**src/rtl/ecg_window_loader.sv**
```systemverilog
// Sliding-window loader: shifts ECG samples into a 15-deep parallel window and
// hands a complete window downstream, keeping 15-STRIDE samples of overlap between windows.
module ecg_window_loader #(
  parameter int STRIDE = 15,
  parameter int CNT_W  = 16
) (
  input  logic             clk,
  input  logic             rst_n,
  input  logic             flush,
  input  logic [31:0]      in_data,
  input  logic             in_valid,
  output logic             in_ready,
  output logic [31:0]      A0x,
  output logic [31:0]      A1x,
  output logic [31:0]      A2x,
  output logic [31:0]      A3x,
  output logic [31:0]      A4x,
  output logic [31:0]      A5x,
  output logic [31:0]      A6x,
  output logic [31:0]      A7x,
  output logic [31:0]      A8x,
  output logic [31:0]      A9x,
  output logic [31:0]      A10x,
  output logic [31:0]      A11x,
  output logic [31:0]      A12x,
  output logic [31:0]      A13x,
  output logic [31:0]      A14x,
  output logic             win_valid,
  input  logic             win_ready,
  output logic [3:0]       fill_cnt,
  output logic [CNT_W-1:0] win_cnt
);

  localparam int             DATA_W = 32;
  localparam int             DEPTH  = 15;
  localparam logic [3:0]     REFILL = 4'(DEPTH - STRIDE);
  localparam logic [CNT_W-1:0] CNT_ONE = {{(CNT_W-1){1'b0}}, 1'b1};

  typedef enum logic {
    FILL = 1'b0,
    FULL = 1'b1
  } state_t;

  state_t            state;
  logic [DATA_W-1:0] win [DEPTH];
  logic              accept;
  logic              consume;

  // Handshakes depend only on the state register, so no input reaches them combinationally.
  assign in_ready  = (state == FILL);
  assign win_valid = (state == FULL);
  assign accept    = in_valid & in_ready;
  assign consume   = win_valid & win_ready;

  always_ff @(posedge clk or negedge rst_n) begin
    if (!rst_n) begin
      state    <= FILL;
      fill_cnt <= 4'd0;
      win_cnt  <= '0;
    end else if (flush) begin
      state    <= FILL;
      fill_cnt <= 4'd0;
    end else if (consume) begin
      state    <= FILL;
      fill_cnt <= REFILL;
      win_cnt  <= win_cnt + CNT_ONE;
    end else if (accept) begin
      fill_cnt <= fill_cnt + 4'd1;
      if (fill_cnt == 4'd14) begin
        state <= FULL;
      end
    end
  end

  // Data is left untouched by consume; the older samples drop out of A0x on later accepts.
  always_ff @(posedge clk or negedge rst_n) begin
    if (!rst_n) begin
      for (int i = 0; i < DEPTH; i++) begin
        win[i] <= '0;
      end
    end else if (accept && !flush) begin
      for (int i = 0; i < DEPTH - 1; i++) begin
        win[i] <= win[i+1];
      end
      win[DEPTH-1] <= in_data;
    end
  end

  assign A0x  = win[0];
  assign A1x  = win[1];
  assign A2x  = win[2];
  assign A3x  = win[3];
  assign A4x  = win[4];
  assign A5x  = win[5];
  assign A6x  = win[6];
  assign A7x  = win[7];
  assign A8x  = win[8];
  assign A9x  = win[9];
  assign A10x = win[10];
  assign A11x = win[11];
  assign A12x = win[12];
  assign A13x = win[13];
  assign A14x = win[14];

endmodule

```
**config.mk**
```make
export PLATFORM = sky130hd
export DESIGN_NAME = ecg_window_loader
export DESIGN_NICKNAME = d
export VERILOG_FILES = /design/src/rtl/ecg_window_loader.sv
export SDC_FILE = /design/constraint.sdc
export NUM_CORES = 1
export LEC_CHECK = 0
export ABC_AREA = 0
export BUFFER_PORTS_ARGS = -buffer_cell sky130_fd_sc_hd__buf_4
export CORE_UTILIZATION = 30
export DETAILED_ROUTE_END_ITERATION = 8
export PLACE_DENSITY = 0.5
export SETUP_SLACK_MARGIN = 0.1
export SLEW_MARGIN = 25
export SYNTH_ARGS = -nofsm -noshare
export SYNTH_HDL_FRONTEND = slang
export SYNTH_SLANG_ARGS = --single-unit
```
**constraint.sdc**
```tcl
create_clock -name clk -period 3.45 [get_ports clk]
set_clock_uncertainty 0.15 [all_clocks]
set_input_delay 0.5175 -clock clk [delete_from_list [all_inputs] [get_ports clk]]
set_output_delay 0.5175 -clock clk [all_outputs]
set_load 0.005 [all_outputs]
```
==> flow_summary.json, run 1 <==
{
  "avgRoutedWirePerCell_microns": 20.1,
  "drc_errors": 0,
  "final_util_pct": 41.4,
  "dr.pass1.iters": 4,
  "clock-root-buffer": "clkbuf_16",
  "worst_ep_arrival_time_ns": 2.69,
  "synth-xor-area-share_pct": 0.758,
  "grtUsageTotal_pct": 15.4,
  "start_kind": "primary input",
  "dieArea_sq_um": 66500,
  "drt_iter0_markers": 630,
  "syn_nets": 1146,
  "htree_levels": 2,
  "drtAntennaViolNets": 0,
  "synth_compound_area_share_pct": 0.159,
  "synth-seq-area-share_pct": 63.9,
  "crit_end": "A1x[9]",
  "status": "finished, final reports clean",
  "cts_tree": "done",
  "final_nets": 1742,
  "io_pins": 539,
  "required_ns": 3.77,
  "start_util_pct": 30.4,
  "fin_ws_ns": 1.08,
  "muxShareOfSynthArea_pct": 31.4,
  "clk_latency_ns": 0.59,
  "fin_cells": 2599,
  "via_per_inst": 4.39,
  "pre_cts_ws_ns": 1.07,
  "rsz0062_at_grt": "no",
  "syn2layout_area_growth_pct": 36.1,
  "crit_path_start": "flush",
  "timing.rr.start": "win_valid",
  "reg2reg_slack_ns": 1.10,
  "synthSimpleGateAreaFrac_pct": 1.17,
  "fp.dieW_microns": 258,
  "cts_sinks": 501,
  "multiInputGateArea_sq_um": 6620,
  "cts_buffers": 56,
  "routed_wl_microns": 52100,
  "reg2reg_depth": 5,
  "ys_seq_elements": 501,
  "grt_max_degree": 158,
  "fp.dieH_microns": 258,
  "slew_headroom_pct": 36.1,
  "cts_max_path_buffers": 3,
  "yosys_warnings": 0,
  "peakVddDrop_v": 0.000417,
  "crit_fanout": 82,
  "hold_viol": 0,
  "timing.hold.ws_ns": 0.143,
  "fin_setup_tns_ns": 0,
  "slew_viol_final": 0,
  "synth_top_family_by_area": "multiplexers",
  "synth_fa_ha_area_share_pct": 0.191,
  "min_path_type": "primary input to flip-flop",
  "dp_hpwl_microns": 37300,
  "finalSetupViolCount": 0,
  "yosysUniqueCellTypes": 32,
  "cap_viol_max_count": 0,
  "crit_path_end_kind": "flip-flop",
  "drive_gt1_share_pct": 64.5,
  "first_global_vias": 11751,
  "num_vias": 11400,
  "p_leak_nw": 12.9,
  "rows": 93,
  "port_buffers": 538,
  "power.density_nw_per_um2": 925,
  "antenna_cells": 0,
  "path_clk_slew_ns": 0.06,
  "gp_routability_congestion": 0.759,
  "core_sq_um": 64600,
  "crit_type": "primary input to flip-flop",
  "n_fill_cell": 6010,
  "r2r-end": "A1x[9]",
  "cts_resized": 0,
  "synthesis.instances": 1106,
  "grt_pass1_wl_microns": 78400,
  "syn_area_per_cell_sq_um": 17.7,
  "syn_area_sq_um": 19600,
  "clock.fmax_ghz": 0.422,
  "placed_cells": 2465,
  "seq_area_sq_um": 12500,
  "period_share_pct": 68.7,
  "period_needed_ns": 2.37,
  "worst_pin_slew_ns": 0.959,
  "grt_overflow": 0,
  "antenna_found_initial": 0,
  "worstHoldPathCells": 4
}
[power by group]
group | total [mW] | switching [mW] | internal [mW] | leakage [nW]
logic | 8.13 | 2.63 | 5.50 | 5.75
registers | 10.6 | 2.26 | 8.36 | 6.23
clock network | 5.95 | 2.39 | 3.56 | 0.894
total | 24.7 | 7.28 | 17.4 | 12.9
[layout make-up]
cell class / count / share of cell area (%)
multi-input combinational: 547 / 24.8
tap: 855 / 4.01
clock inverter: 13 / 0.670
sequential: 501 / 46.9
timing repair buffer: 593 / 17.4
clock buffer: 87 / 6.17
inverter: 3 / 0.0422
[worst min path at each step]
stage	start	end	slack, ns
6_report	win_ready	fill_cnt[2]	0.14
5_1_grt	win_ready	win_valid	0.12
4_1_cts	win_ready	win_valid	0.09
3_5_place_dp	win_cnt[15]	win_cnt[15]	0.31
3_3_place_gp	win_cnt[15]	win_cnt[15]	0.32
2_1_floorplan	rst_n	A0x[0]	0.07
[per-stage QoR]
step,instance area (sq um),power (mW)
CTS,26700,25.2
detailed placement,24500,19.0
global route,26700,26.1
global placement,24500,18.9
floorplan,19600,13.3
finish,26700,24.7
[worst max-delay path: stages]
cell and delay, ns:
dlygate4sd3_1 0.56, buf_4 0.18, nor2_4 0.18, buf_12 0.25, buf_12 0.52, mux2_4 0.35
[synthesized netlist by cell type, drive strengths merged]
master / count / area share, %
dfrtp: 501 / 64
mux2: 481 / 31
buf: 53 / 2.3
xnor2: 11 / 0.49
nor2: 9 / 0.18
nand2: 8 / 0.15
xor2: 6 / 0.27
nand4: 5 / 0.16
a21oi: 4 / 0.10
nand3: 4 / 0.10
ha: 3 / 0.19
inv: 3 / 0.057
and3: 2 / 0.064
clkbuf: 2 / 0.045
nand2b: 2 / 0.10
nand4b: 2 / 0.089
and3b: 1 / 0.045
nor2b: 1 / 0.032
nor3: 1 / 0.025
nor3b: 1 / 0.038
nor4: 1 / 0.064
nor4b: 1 / 0.045
o21ai: 1 / 0.025
o22ai: 1 / 0.032
or2: 1 / 0.032
or3: 1 / 0.032
[cell usage in the layout, fill, tap and decap left out]
cell type / synthesis / layout
a21oi_1: 4 / 4
and3_1: 2 / 2
and3b_1: 1 / 1
buf_12: 0 / 8
buf_4: 20 / 550
buf_8: 0 / 1
bufinv_16: 0 / 4
clkbuf_1: 1 / 19
clkbuf_16: 0 / 57
clkbuf_8: 0 / 11
clkinv_2: 0 / 5
clkinvlp_4: 0 / 1
dfrtp_1: 501 / 501
dlygate4sd3_1: 0 / 34
ha_1: 3 / 3
inv_1: 3 / 3
inv_6: 0 / 3
mux2_2: 281 / 281
mux2_4: 200 / 200
nand2_1: 8 / 8
nand2b_1: 1 / 1
nand2b_4: 1 / 1
nand3_1: 4 / 4
nand4_1: 5 / 5
nand4b_1: 2 / 2
nor2_1: 8 / 8
nor2_4: 0 / 1
nor2b_1: 1 / 1
nor3_1: 1 / 1
nor3b_1: 1 / 1
nor4_2: 1 / 1
nor4b_1: 1 / 1
o21ai_0: 1 / 1
o22ai_1: 1 / 1
or2_2: 1 / 1
or3_1: 1 / 1
xnor2_1: 11 / 11
xor2_1: 6 / 6
[metal layers]
| metal | global-route usage, % | part of all wire [%] | vias to the layer above | routed length [microns] |
|---|---|---|---|---|
| met4 | 5.39 | 3.1 | 0 | 1600 |
| met3 | 3.89 | 5.3 | 85 | 2780 |
| met5 | 0 | 0 | - | 0 |
| li1 | - | - | 5144 | - |
| met1 | 19.7 | 42 | 5903 | 21900 |
| met2 | 25.2 | 50 | 268 | 25900 |
[timing repair]
action	CTS	global route
endpoints found under the hold margin	97	0
buffers inserted	0	0
hold buffers	34	0
[logic make-up after synthesis]
kind of cell / after synthesis
adders and majority gates: 3
xor gates and xnor gates: 17
DFF: 501
AOI/OAI and AO/OA: 6
muxes: 481
and+or+nand+nor: 40
buffers and inverters: 58
(Power assumes the default switching activity.)
==> run 2, diff against run 1 <==
Clock period 3.45 ns to 2.31 ns, I/O delays scaled along.
==> flow_summary.json, run 2 (synthesis gave the netlist of run 1 again) <==
{
  "start_kind": "flip-flop",
  "crit_type": "flip-flop to flip-flop",
  "cts_buffers": 56,
  "peakVddDrop_v": 0.000598,
  "reg2reg_slack_ns": 0.34,
  "period_needed_ns": 1.97,
  "io_pins": 539,
  "clk_latency_ns": 0.59,
  "start_util_pct": 30.4,
  "antenna_cells": 0,
  "first_global_vias": 12149,
  "finalSetupViolCount": 0,
  "rsz0062_at_grt": "no",
  "worst_pin_slew_ns": 0.518,
  "min_path_type": "primary input to asynchronous set/reset pin",
  "pre_cts_ws_ns": 0.332,
  "htree_levels": 2,
  "crit_path_end_kind": "flip-flop",
  "cap_viol_max_count": 0,
  "clock-root-buffer": "clkbuf_16",
  "reg2reg_depth": 5,
  "fp.dieW_microns": 258,
  "status": "finished, final reports clean",
  "avgRoutedWirePerCell_microns": 20.3,
  "syn2layout_area_growth_pct": 37.2,
  "fin_setup_tns_ns": 0,
  "core_sq_um": 64600,
  "grtUsageTotal_pct": 15.7,
  "hold_viol": 0,
  "crit_fanout": 34,
  "n_fill_cell": 6037,
  "final_common_cell": "buf_4",
  "dr.pass1.iters": 4,
  "post-cts-setup-buffers": 0,
  "finalPower_mw": 36.9,
  "cts_max_path_buffers": 3,
  "worst_ep_arrival_time_ns": 2.29,
  "clock.fmax_ghz": 0.508,
  "via_per_inst": 4.37,
  "cts_sinks": 501,
  "drive_gt1_share_pct": 64.9,
  "fin_ws_ns": 0.342,
  "grt_pass1_wl_microns": 80200,
  "multiInputGateArea_sq_um": 6620,
  "final_nets": 1764,
  "drc_errors": 0,
  "port_buffers": 538,
  "p_leak_nw": 13.0,
  "slew_viol_final": 0,
  "dp_hpwl_microns": 38700,
  "grt_overflow": 0,
  "slew_headroom_pct": 65.5,
  "routed_wl_microns": 53100,
  "antenna_found_initial": 0,
  "power.density_nw_per_um2": 1370,
  "period_share_pct": 85.2,
  "final_util_pct": 41.7,
  "rows": 93,
  "required_ns": 2.63,
  "cts_tree": "done",
  "drt_iter0_markers": 493,
  "seq_area_sq_um": 12500,
  "num_vias": 11458,
  "final_cell_mix": "buf_4 (562), dfrtp_1 (501), mux2_2 (281), mux2_4 (200), clkbuf_16 (57)",
  "path_clk_slew_ns": 0.06,
  "drtAntennaViolNets": 0,
  "gp_routability_congestion": 0.811,
  "fp.dieH_microns": 258,
  "grt_max_degree": 79,
  "dieArea_sq_um": 66500
}
[run 2: critical path, cell delays in order, from the launching register on]
cell and delay (ns):
dfrtp_1 0.38, nand2b_4 0.17, nor2_4 0.15, buf_12 0.30, buf_12 0.28, mux2_2 0.36
[run 2: path summary, 6_finish.rpt]
path,startpoint,end
worst max-delay path,win_valid,A0x[30]
worst min-delay path,rst_n,A14x[25]
worst max register to register,win_valid,A0x[30]
worst min register to register,win_cnt[15],win_cnt[15]
max in group asynchronous,rst_n,A4x[24]
min in group clk,win_cnt[15],win_cnt[15]
[run 2: timing repair]
action | in CTS | in global routing
hold buffers | 36 | 0
endpoints found under the hold margin | 368 | 0
setup endpoints to repair | 0 | 0
gates resized for setup | 0 | 0
[run 2: report_power, final]
group	switching (mW)	internal [mW]
Combinational	4.06	8.26
Sequential	3.44	12.5
Clock	3.53	5.15
[run 2: cell type report]
type                    instances  area share, %
clock buffers                  88           6.21
clock inverters                11          0.418
inverters                       3         0.0418
multi-input cells             547           24.6
flip-flops and latches        501           46.5
well taps                     855           3.97
repair buffers                615           18.2
[run 2: metal layers]
layer / vias up / GRT usage (%) / part of all wire, %
met5: - / 0 / 0
met4: 0 / 7.30 / 4.4
met3: 102 / 4.07 / 5.5
met2: 303 / 25.4 / 49
met1: 5884 / 19.7 / 42
li1: 5169 / - / -
[run 2: through the flow]
stage	area, sq um	std cells	hold WS (ns)
6_report	26900	2620	0.114
3_3_place_gp	24800	2485	0.137
4_1_cts	26900	2620	0.0778
5_1_grt	26900	2620	0.106
3_5_place_dp	24800	2485	0.145
2_1_floorplan	19600	1106	-0.0991
==> run 3, diff against run 2 <==
Settings changed: ABC_AREA 0 to default, PLACE_DENSITY 0.5 to default.
==> flow_summary.json, run 3 (synthesis gave the netlist of run 1 again) <==
{
  "status": "finished, final reports clean",
  "finalSetupViolCount": 0,
  "path_common_cell": "buf_12",
  "peakVddDrop_v": 0.000799,
  "antenna_cells": 0,
  "placed_cell_area_sq_um": 24800,
  "finalPower_mw": 37.1,
  "io_pins": 539,
  "cap_viol_max_count": 0,
  "final_common_cell": "buf_4",
  "cts_buffers": 55,
  "dieArea_sq_um": 66500,
  "dr.pass1.iters": 4,
  "first_global_vias": 12074,
  "worst_ep_arrival_time_ns": 2.33,
  "seq_area_sq_um": 12500,
  "avgRoutedWirePerCell_microns": 19.4,
  "met3_usage_pct": 3.27,
  "grt_max_degree": 79,
  "cp_cell_sequence": "nand2b_4 > nor2_4 > buf_12 > buf_12 > mux2_2",
  "syn2layout_area_growth_pct": 37.6,
  "antenna_found_initial": 0,
  "fin_area_sq_um": 27000,
  "post-cts-setup-buffers": 0,
  "reg2reg_slack_ns": 0.29,
  "period_share_pct": 87.2,
  "placed_cells": 2484,
  "rsz0062_at_grt": "no",
  "min_path_type": "primary input to asynchronous set/reset pin",
  "start_util_pct": 30.4,
  "p_leak_nw": 13.0,
  "crit_fanout": 52,
  "cts_resized": 0,
  "via_per_inst": 4.37,
  "grt_pass1_wl_microns": 77900,
  "cts_tree": "done",
  "grt_use_met1_pct": 18.9,
  "crit_path_end_kind": "flip-flop",
  "drt_iter0_markers": 498,
  "max_stage_delay_ns": 0.39,
  "drive_gt1_share_pct": 65.4,
  "crit_path_top_delay_cell": "dfrtp_1",
  "fin_setup_tns_ns": 0,
  "fin_ws_ns": 0.295,
  "htree_levels": 2,
  "clk_latency_ns": 0.59,
  "clock-root-buffer": "clkbuf_16",
  "final_util_pct": 41.8,
  "r2r-end": "A0x[23]",
  "timing.rr.start": "win_valid",
  "top_usage_layer": "met2",
  "grtUsageTotal_pct": 15.0,
  "num_vias": 11463,
  "worst_pin_slew_ns": 0.653,
  "required_ns": 2.63,
  "period_needed_ns": 2.02,
  "multiInputGateArea_sq_um": 6620,
  "port_buffers": 538,
  "clock.fmax_ghz": 0.496,
  "final_nets": 1762,
  "crit_type": "flip-flop to flip-flop",
  "pre_cts_ws_ns": 0.294,
  "n_fill_cell": 5898,
  "reg2reg_depth": 5,
  "gp_routability_congestion": 0.813,
  "fin_cells": 2622,
  "path_clk_slew_ns": 0.06,
  "routed_wl_microns": 51000,
  "dp_hpwl_microns": 37000,
  "rows": 93,
  "start_kind": "flip-flop",
  "slew_viol_final": 0,
  "power.density_nw_per_um2": 1370,
  "drc_errors": 0,
  "slew_headroom_pct": 55.8,
  "cts_sinks": 501,
  "drtAntennaViolNets": 0,
  "core_sq_um": 64600,
  "hold_viol": 0,
  "met2_usage_pct": 24.8,
  "timing.hold.ws_ns": 0.109,
  "cts_max_path_buffers": 3,
  "final_cell_mix": "buf_4 (562), dfrtp_1 (501), mux2_2 (281), mux2_4 (200), clkbuf_16 (55)",
  "fp.dieH_microns": 258,
  "grt_overflow": 0,
  "fp.dieW_microns": 258
}
==> run 3: cell count changes in the layout (fill, tap and decap cells not counted), sizes merged <==
cell and change:
clkinv +2, buf -1, bufinv +2, clkbuf -6, inv +3, clkinvlp +2
==> run 3: worst max-delay path by stage <==
stage / slack, ns / from / end
floorplan: 0.56 / win_valid / A0x[0]
global placement: 0.32 / in_valid / A0x[23]
detailed placement: 0.29 / win_valid / A0x[23]
CTS: 0.27 / win_valid / A0x[23]
global route: 0.22 / win_valid / A0x[23]
finish: 0.29 / win_valid / A0x[23]
==> run 3: power by group <==
part	internal [mW]	total [mW]	switching (mW)
combinational	8.24	12.2	3.91
sequential	12.5	16.0	3.49
clock	5.37	9.00	3.62
total	26.1	37.1	11.0
==> run 3: timing repair <==
action,CTS,global route
hold buffers,36,0
endpoints found under the hold margin,421,0
setup endpoints to repair,0,0
==> run 3: critical path: cells and delay by family (launching register included) <==
| kind | cells | cell delay (ns) |
|---|---|---|
| mux | 1 | 0.39 |
| simple gates | 2 | 0.33 |
| buf+inv | 2 | 0.59 |
| flops | 1 | 0.39 |
==> run 3: layout make-up <==
class | count | share of cell area (%)
well taps | 855 | 3.96
inverters | 3 | 0.0417
clock buffers | 82 | 6.10
flip-flops and latches | 501 | 46.4
multi-input cells | 547 | 24.5
repair buffers | 614 | 18.1
clock inverters | 20 | 0.843
==> run 3: layer usage <==
layer  wire length [microns]  vias to the layer above  part of all wire (%)
met5                       0                        -                     0
met4                    2170                        0                   4.3
met3                    2510                      116                   4.9
met2                   25200                      302                    49
met1                   21100                     5874                    41
li1                        -                     5171                     -
